===== config.mk =====
export PLATFORM = sky130hd
export DESIGN_NAME = activation_mac_q_flat
export DESIGN_NICKNAME = d
export VERILOG_FILES = /design/src/rtl/activation_pkg.sv /design/src/rtl/activation_mac_q_if.sv /design/src/rtl/activation_div_seq.sv /design/src/rtl/activation_mac_q.sv /design/src/flat_wrapper.sv
export SDC_FILE = /design/constraint.sdc
export NUM_CORES = 1
export LEC_CHECK = 0
export ABC_AREA = 1
export BUFFER_PORTS_ARGS = -buffer_cell sky130_fd_sc_hd__buf_2
export CORE_ASPECT_RATIO = 1.1
export CORE_MARGIN = 2
export CORE_UTILIZATION = 35
export DETAILED_ROUTE_END_ITERATION = 7
export GPL_TIMING_DRIVEN = 0
export PLACE_DENSITY = 0.62
export SETUP_SLACK_MARGIN = 0.05
export SLEW_MARGIN = 20
export SYNTH_ARGS = -nofsm -noshare
export SYNTH_HDL_FRONTEND = slang
export SYNTH_HIERARCHICAL = 1
export SYNTH_SLANG_ARGS = --single-unit

===== constraint.sdc =====
create_clock -name clk -period 2.95 [get_ports clk]
set_clock_uncertainty 0.2 [all_clocks]
set_input_delay 0.1475 -clock clk [delete_from_list [all_inputs] [get_ports clk]]
set_output_delay 0.1475 -clock clk [all_outputs]
set_load 0.02 [all_outputs]

===== src/rtl/activation_pkg.sv =====
// activation_pkg: FSM states, saturation and sizing helpers shared by activation_mac_q.
//   state_t    : ACCUM, SAT, DIVIDE, OUTPUT
//   one_of     : ONE = 2^FRAC
//   acc_width  : ACC_W = 2*WIDTH + GUARD
//   saturate   : clamp a sign-extended value to the signed range of w bits
package activation_pkg;
    typedef enum logic [1:0] {ACCUM, SAT, DIVIDE, OUTPUT} state_t;
    function automatic int one_of(input int frac);
        return 1 << frac;
    endfunction
    function automatic int acc_width(input int width, input int guard);
        return 2 * width + guard;
    endfunction
    function automatic logic signed [63:0] saturate(input logic signed [63:0] v, input int w);
        logic signed [63:0] hi, lo;
        hi = (64'sd1 <<< (w - 1)) - 64'sd1;
        lo = -hi - 64'sd1;
        return v > hi ? hi : (v < lo ? lo : v);
    endfunction
endpackage


===== src/rtl/activation_mac_q_if.sv =====
// activation_mac_q_if: pair input stream and result output stream of activation_mac_q.
//   input_x/input_theta/input_stb -> input_ack   : (x, theta) pair handshake
//   output_activation/_stb -> output_activation_ack : result handshake
//   input_bias : signed bias, present only when ACTIVATION_BIAS_EN is defined
//   modports: slave (the activation unit), master (the streamer / result buffer side)
interface activation_mac_q_if #(parameter int WIDTH = 16);
    logic [WIDTH-1:0] input_x, input_theta, output_activation;
    logic input_stb, input_ack, output_activation_stb, output_activation_ack;
`ifdef ACTIVATION_BIAS_EN
    logic [WIDTH-1:0] input_bias;
    modport slave (input input_x, input_theta, input_stb, input_bias, output_activation_ack,
                   output input_ack, output_activation, output_activation_stb);
    modport master (output input_x, input_theta, input_stb, input_bias, output_activation_ack,
                    input input_ack, output_activation, output_activation_stb);
`else
    modport slave (input input_x, input_theta, input_stb, output_activation_ack,
                   output input_ack, output_activation, output_activation_stb);
    modport master (output input_x, input_theta, input_stb, output_activation_ack,
                    input input_ack, output_activation, output_activation_stb);
`endif
endinterface


===== src/rtl/activation_div_seq.sv =====
// activation_div_seq: unsigned restoring divider, quot = floor(num * 2^QUOT_BITS / den).
//   Requires num < den so the quotient fits in QUOT_BITS bits.
//   clk, rst (async, active-high); start loads num/den; done pulses QUOT_BITS cycles later
//   with quot valid (quot holds until the next start).
module activation_div_seq #(
    parameter int NUM_W     = 16,
    parameter int QUOT_BITS = 8
) (
    input  logic                 clk,
    input  logic                 rst,
    input  logic                 start,
    input  logic [NUM_W-1:0]     num,
    input  logic [NUM_W-1:0]     den,
    output logic [QUOT_BITS-1:0] quot,
    output logic                 done
);
    localparam int CNT_W = $clog2(QUOT_BITS + 1);
    logic [NUM_W-1:0] rem_q, rem_d, den_q, den_d;
    logic [NUM_W:0] shifted;
    logic [QUOT_BITS-1:0] quot_q, quot_d;
    logic [CNT_W-1:0] cnt_q, cnt_d;
    logic busy_q, busy_d, done_q, done_d, ge;
    always_comb begin
        // the numerator's low bits are all zero, so each step shifts in a 0
        shifted = {rem_q, 1'b0};
        ge      = shifted >= {1'b0, den_q};
        rem_d   = rem_q;
        den_d   = den_q;
        quot_d  = quot_q;
        cnt_d   = cnt_q;
        busy_d  = busy_q;
        done_d  = 1'b0;
        if (start) begin
            rem_d  = num;
            den_d  = den;
            quot_d = '0;
            cnt_d  = '0;
            busy_d = 1'b1;
        end else if (busy_q) begin
            rem_d  = NUM_W'(ge ? shifted - {1'b0, den_q} : shifted);
            quot_d = QUOT_BITS'({quot_q, ge});
            cnt_d  = cnt_q + 1'b1;
            busy_d = cnt_q != CNT_W'(QUOT_BITS - 1);
            done_d = cnt_q == CNT_W'(QUOT_BITS - 1);
        end
    end
    always_ff @(posedge clk or posedge rst) begin
        if (rst) begin
            rem_q  <= '0;
            den_q  <= '0;
            quot_q <= '0;
            cnt_q  <= '0;
            busy_q <= 1'b0;
            done_q <= 1'b0;
        end else begin
            rem_q  <= rem_d;
            den_q  <= den_d;
            quot_q <= quot_d;
            cnt_q  <= cnt_d;
            busy_q <= busy_d;
            done_q <= done_d;
        end
    end
    assign quot = quot_q;
    assign done = done_q;
endmodule


===== src/rtl/activation_mac_q.sv =====
// activation_mac_q: fixed-point MAC over N_INPUTS (x, theta) pairs followed by the
// softsign sigmoid y = (1 + s/(1+|s|))/2, unsigned Q result in [0, ONE).
//   clk, rst (async, active-high)
//   bus (activation_mac_q_if.slave): input pair stream, result stream, optional input_bias
//   Optional feature: ACTIVATION_BIAS_EN adds input_bias, sampled on the first pair.
module activation_mac_q
    import activation_pkg::*;
#(
    parameter int WIDTH    = 16,
    parameter int FRAC     = 8,
    parameter int N_INPUTS = 3,
    parameter int GUARD    = 4
) (
    input logic               clk,
    input logic               rst,
    activation_mac_q_if.slave bus
);
    localparam int ACC_W = acc_width(WIDTH, GUARD);
    localparam int ONE   = one_of(FRAC);
    localparam int CNT_W = $clog2(N_INPUTS + 1);
    localparam logic signed [WIDTH-1:0] S_MIN = {1'b1, {(WIDTH - 1){1'b0}}};
    localparam logic [WIDTH-1:0] S_MAX = {1'b0, {(WIDTH - 1){1'b1}}};
    state_t state_q, state_d;
    logic [CNT_W-1:0] count_q, count_d;
    logic signed [ACC_W-1:0] acc_q, acc_d, term, base;
    logic signed [2*WIDTH-1:0] prod;
    logic signed [WIDTH-1:0] s;
    logic [WIDTH-1:0] a, y, act_q, act_d;
    logic [FRAC-1:0] quot;
    logic in_ack_q, in_ack_d, neg_q, neg_d, stb_q, stb_d, xfer, div_start, div_done;
    assign prod = $signed(bus.input_x) * $signed(bus.input_theta);
    assign term = ACC_W'(prod >>> FRAC);
`ifdef ACTIVATION_BIAS_EN
    assign base = (count_q == '0) ? ACC_W'($signed(bus.input_bias)) : acc_q;
`else
    assign base = acc_q;
`endif
    assign s = WIDTH'(saturate(64'(acc_q), WIDTH));
    // |min| does not fit, so it maps to the largest positive value
    assign a = (s == S_MIN) ? S_MAX : (s[WIDTH-1] ? WIDTH'(-s) : s);
    assign y = neg_q ? (WIDTH'(ONE) - WIDTH'(quot)) >> 1 : (WIDTH'(ONE) + WIDTH'(quot)) >> 1;
    assign xfer = in_ack_q & bus.input_stb;
    assign div_start = state_q == SAT;
    activation_div_seq #(.NUM_W(WIDTH), .QUOT_BITS(FRAC)) u_div (
        .clk(clk), .rst(rst), .start(div_start), .num(a), .den(a + WIDTH'(ONE)),
        .quot(quot), .done(div_done)
    );
    always_comb begin
        state_d = state_q;
        count_d = count_q;
        acc_d   = acc_q;
        neg_d   = neg_q;
        stb_d   = stb_q;
        act_d   = act_q;
        case (state_q)
            ACCUM: if (xfer) begin
                acc_d   = base + term;
                count_d = count_q + 1'b1;
                state_d = count_q == CNT_W'(N_INPUTS - 1) ? SAT : ACCUM;
            end
            SAT: begin
                neg_d   = s[WIDTH-1];
                state_d = DIVIDE;
            end
            DIVIDE: if (div_done) begin
                act_d   = y;
                stb_d   = 1'b1;
                state_d = OUTPUT;
            end
            OUTPUT: if (bus.output_activation_ack) begin
                stb_d   = 1'b0;
                acc_d   = '0;
                count_d = '0;
                state_d = ACCUM;
            end
        endcase
        in_ack_d = state_d == ACCUM;
    end
    always_ff @(posedge clk or posedge rst) begin
        if (rst) begin
            state_q  <= ACCUM;
            count_q  <= '0;
            acc_q    <= '0;
            in_ack_q <= 1'b0;
            neg_q    <= 1'b0;
            stb_q    <= 1'b0;
            act_q    <= '0;
        end else begin
            state_q  <= state_d;
            count_q  <= count_d;
            acc_q    <= acc_d;
            in_ack_q <= in_ack_d;
            neg_q    <= neg_d;
            stb_q    <= stb_d;
            act_q    <= act_d;
        end
    end
    assign bus.input_ack             = in_ack_q;
    assign bus.output_activation     = act_q;
    assign bus.output_activation_stb = stb_q;
endmodule


===== src/flat_wrapper.sv =====
// flat-port wrapper written by rule: the top's interface ports become plain ports
module activation_mac_q_flat import activation_pkg::*;
#(
    parameter int WIDTH    = 16,
    parameter int FRAC     = 8,
    parameter int N_INPUTS = 3,
    parameter int GUARD    = 4
)
  (clk, rst, bus_input_x, bus_input_theta, bus_input_stb, bus_output_activation_ack, bus_input_ack, bus_output_activation, bus_output_activation_stb);
  activation_mac_q_if #(.WIDTH(WIDTH)) bus_i ();
  input logic clk;
  input logic rst;
  input wire logic [$bits(bus_i.input_x)-1:0] bus_input_x;
  input wire logic [$bits(bus_i.input_theta)-1:0] bus_input_theta;
  input wire logic [$bits(bus_i.input_stb)-1:0] bus_input_stb;
  input wire logic [$bits(bus_i.output_activation_ack)-1:0] bus_output_activation_ack;
  output wire logic [$bits(bus_i.input_ack)-1:0] bus_input_ack;
  output wire logic [$bits(bus_i.output_activation)-1:0] bus_output_activation;
  output wire logic [$bits(bus_i.output_activation_stb)-1:0] bus_output_activation_stb;
  assign bus_i.input_x = bus_input_x;
  assign bus_i.input_theta = bus_input_theta;
  assign bus_i.input_stb = bus_input_stb;
  assign bus_i.output_activation_ack = bus_output_activation_ack;
  assign bus_input_ack = bus_i.input_ack;
  assign bus_output_activation = bus_i.output_activation;
  assign bus_output_activation_stb = bus_i.output_activation_stb;
  activation_mac_q #(.WIDTH(WIDTH), .FRAC(FRAC), .N_INPUTS(N_INPUTS), .GUARD(GUARD)) u_core (.clk(clk), .rst(rst), .bus(bus_i));
endmodule

==> results <==
- The run finished, with violations left.
- The final reports fail on negative setup slack.
- The per-cell via count in the routed design is 5.00.
- The total grt overflow is 0.
- The layout has ~4800 filler cells.
- The share of synthesized flip-flops with an asynchronous set or reset is 100%.
- Once detailed placement completed, the half-perimeter wirelength came to between 40000 and 50000 microns.
- Entering global routing, the biggest net connects between 50 and 60 pins.
- Once the floorplan was initialized, standard cells occupied 35.4% of the core.
- The count of routing violations after the opening detailed-route iteration is 1153.
- The number of antenna diodes in the final layout is 0.
- The critical path class is input pin to flop.
- The count of endpoints failing hold in the final timing report is 0.
- The clock-pin slew reported for the worst setup and hold paths after clock tree synthesis is roughly 0.070 ns.
- The floorplan core area is about 0.053 sq mm.
- At the end of routability-driven placement, the weighted congestion stood at roughly 0.94.
- The synthesized area divided by synthesized cell count is approximately 7.2 sq um.
- In the synthesized netlist the dominant register cell turns out to be dfrtp_1.
- For this run, the detailed router's first-pass iteration total came to 5.
- For this run, the top clock speed supported by timing is 144 MHz.
- The worst slack at placement is -5.02 ns.
- The number of global-route vias before repair is 17711.
- The detailed router placed between 15000 and 20000 vias in this run.
- Setup repair after global routing could not meet its margin everywhere.
- The initial antenna violation count is 0.
- After synthesis, the netlist uses 56 different library cells.
- The H-tree depth is 3.
- The floorplan die height is approximately 250 microns.
- TritonCTS built the clock tree.
- The cell count after synthesis is between 2000 and 3000.
- Setup violations remaining at the end of the flow were counted as 65.
- The area of the die is roughly 0.055 sq mm.
- The total number of placement rows is between 80 and 90.
- The synthesized netlist occupies a cell area of approximately 0.019 sq mm.
- After synthesis, the largest area contributor takes up between 20% and 30% of total cell area.
- The core utilization of the finished layout is around half.
- During placement, the flow inserted port buffers numbering 21.
- Yosys attributes the largest share of cell area to fa_1 (28%), dfrtp_1 (13%), inv_1 (13%).
- The cell at the root of the clock tree is clkbuf_16.
- STA puts the critical path data arrival time at roughly 7 ns.
- The longest individual stage delay on the worst path is a little under 0.6 ns.
- Yosys instantiated no cell more often than inv_1.
- The number of top-level design ports is between 50 and 60.
- Synthesis inferred between 90 and 100 register bits.
- The maximum number of buffers from clock root to sink is 2.
- Summed over all failing endpoints, the final setup total negative slack is -133.26 ns.
- Yosys printed 6 warnings.
- The path class of the tightest hold or removal check is input pin to async pin.
- The total DRC errors in the routed layout is 0.
- The master of the slowest instance on the critical path is fa_1.
- Summed over all layers, the routed wires come to ~58000 microns.
- For this run, the post-layout net count is roughly 3200.
- The tree built by TritonCTS fans out to 97 sinks.
- The synthesized design spends more area on one cell type than any other, namely fa_1.
- The number of maximum-capacitance violations is 0.
- Of all nets on the critical path, the largest fanout is 5.
- STA classifies the critical path startpoint as an input pin.
- The endpoint required time on the critical path is 3.06 ns.
- The total routing resource utilization after global routing is between 20% and 30%.
- The first-pass GRT wire length is 91300 microns.
- The remaining antenna violation count is 0.
- The synthesized design contains 0 enable-type register cells.
- After detailed routing, the average wire length per cell comes to approximately 17 microns.
- The number of pins exceeding their max-slew limit in the final report is 0.
- The worst pin sits at a relative slew slack of a little over two fifths.
- The kind of end point of the critical path is a flop.
- Of the available clock period, the critical path in the final layout requires 236%.
- The number of buffers added by the clock tree synthesis step is 9.
- The share of layout cells above drive strength 1 is 31.8%.
- In the synthesized netlist, the cells that appear most often are inv_1 (641), nand2_1 (639), fa_1 (263).
- The floorplan die width is 224 microns.
- The transition time at the pin with the least slew margin is between 0.8 and 0.9 ns.
- The worst path setup slack after routing is -4.02 ns.
- The worst-skew pair later-pin latency is around 0.37 ns.
- For this run, the register share of the synthesized area comes to between 10% and 20%.
- The signed area change from the synthesized netlist to the final layout is 37.9%.
- The worst path in the final design needs a cycle of 6.97 ns, including I/O delays and setup.
## flip-flops by register name, indices dropped and copies added, names as in the netlist
| signal | flops |
|---|---|
| u_core/u_div/quot | 8 |
| u_core/bus.input_ack | 1 |
| u_core/bus.output_activation_stb | 1 |
| u_core/acc_q | 36 |
| u_core/count_q | 2 |
| u_core/u_div/den_q | 16 |
| u_core/neg_q | 1 |
| u_core/u_div/cnt_q | 4 |
| u_core/bus.output_activation | 8 |
| u_core/state_q | 2 |
| u_core/u_div/done | 1 |
| u_core/u_div/busy_q | 1 |
| u_core/u_div/rem_q | 16 |
## per-stage QoR
stage | cells | hold slack [ns] | cell area, sq um
after global placement | 3271 | 0.229 | 20800
final | 3483 | 0.119 | 25600
after CTS | 3393 | 0.109 | 23300
after floorplan | 2575 | 0.0964 | 19800
after detailed placement | 3272 | -0.0287 | 20800
after global routing | 3483 | 0.152 | 25600
## what timing repair did
action	CTS	global route
buffers inserted	100	94
gates resized for setup	312	406
hold endpoints to repair	100	0
hold buffers	2	0
gates cloned	3	1
pin swaps	136	249
setup endpoints to repair	68	68
## path summary, 6_finish.rpt
| kind | start | end | slack, ns | cells past startpoint |
|---|---|---|---|---|
| max | bus_input_theta[15] | u_core/acc_q[35] | -4.02 | 32 |
| min | rst | u_core/u_div/quot[7] | 0.12 | 3 |
| max reg2reg | u_core/acc_q[16] | u_core/u_div/den_q[12] | -0.40 | 22 |
| min reg2reg | u_core/u_div/cnt_q[3] | u_core/u_div/cnt_q[3] | 0.27 | 1 |
| max in group asynchronous | rst | u_core/acc_q[21] | 1.82 | 3 |
| min in group clk | bus_input_stb | u_core/acc_q[5] | 0.16 | 4 |
## cells in the final DEF (no fill, tap or decap), types with 10 or more instances in the layout
master and instances:
a21o_1 13, a21oi_1 37, a21oi_2 38, a21oi_4 26, a22oi_2 13, buf_12 13, buf_2 15, buf_4 150
buf_6 45, clkbuf_1 19, clkbuf_16 30, clkbuf_8 22, dfrtp_1 88, fa_1 241, fa_2 22, ha_1 74
ha_4 58, inv_1 558, inv_2 76, inv_4 11, nand2_1 529, nand2_2 84, nand2_4 43, nand3_1 61
nand3_2 22, nand3_4 11, nand3b_1 10, nand4_1 12, nor2_1 86, nor2_2 29, nor2_4 25, nor3_1 14
o21ai_0 34, o21ai_1 66, o21ai_2 26, o21ai_4 11, xnor2_1 15, xor2_1 15
## layer usage
metal	up-vias	part of all wire, %	track usage, %
li1	8192	-	-
met1	8583	42	26.7
met2	533	50	36.0
met3	118	4.9	2.14
met4	0	3.3	6.12
met5	-	0	0
## final cells by class
cell class,instances,area [sq um],share of cell area [%]
plain buffers,88,1200,4.69
clock buffers,9,225,0.879
clock inverters,7,66.3,0.259
inverters,649,2480,9.69
multi-input cells,1742,16500,64.3
flip-flops and latches,97,2440,9.52
well taps,675,845,3.30
repair buffers,216,1880,7.34
## worst max-delay path: cells and delay by family
family / cells / cell delay (ns)
AO/OA/AOI/OAI: 10 / 1.58
adder cells (fa/ha/maj): 8 / 3.84
buffers and inverters: 8 / 0.64
XOR/XNOR: 1 / 0.25
AND/OR/NAND/NOR: 5 / 0.58
## logic make-up (layout without fill, tap and decap cells)
logic type      count (synthesis)  count (layout)  share of synthesized area (%)
simple gates                  963             964                           22.0
fa+ha+maj                     399             399                           37.5
xor+xnor                       48              48                           2.26
compound gates                323             323                           9.92
buf+inv                       737             969                           15.3
other cells                     1               8                         0.0202
flops                          97              97                           13.1
Power is not shown: default switching activity piles up to over one toggle a cycle in this logic, so the estimate is an artifact.
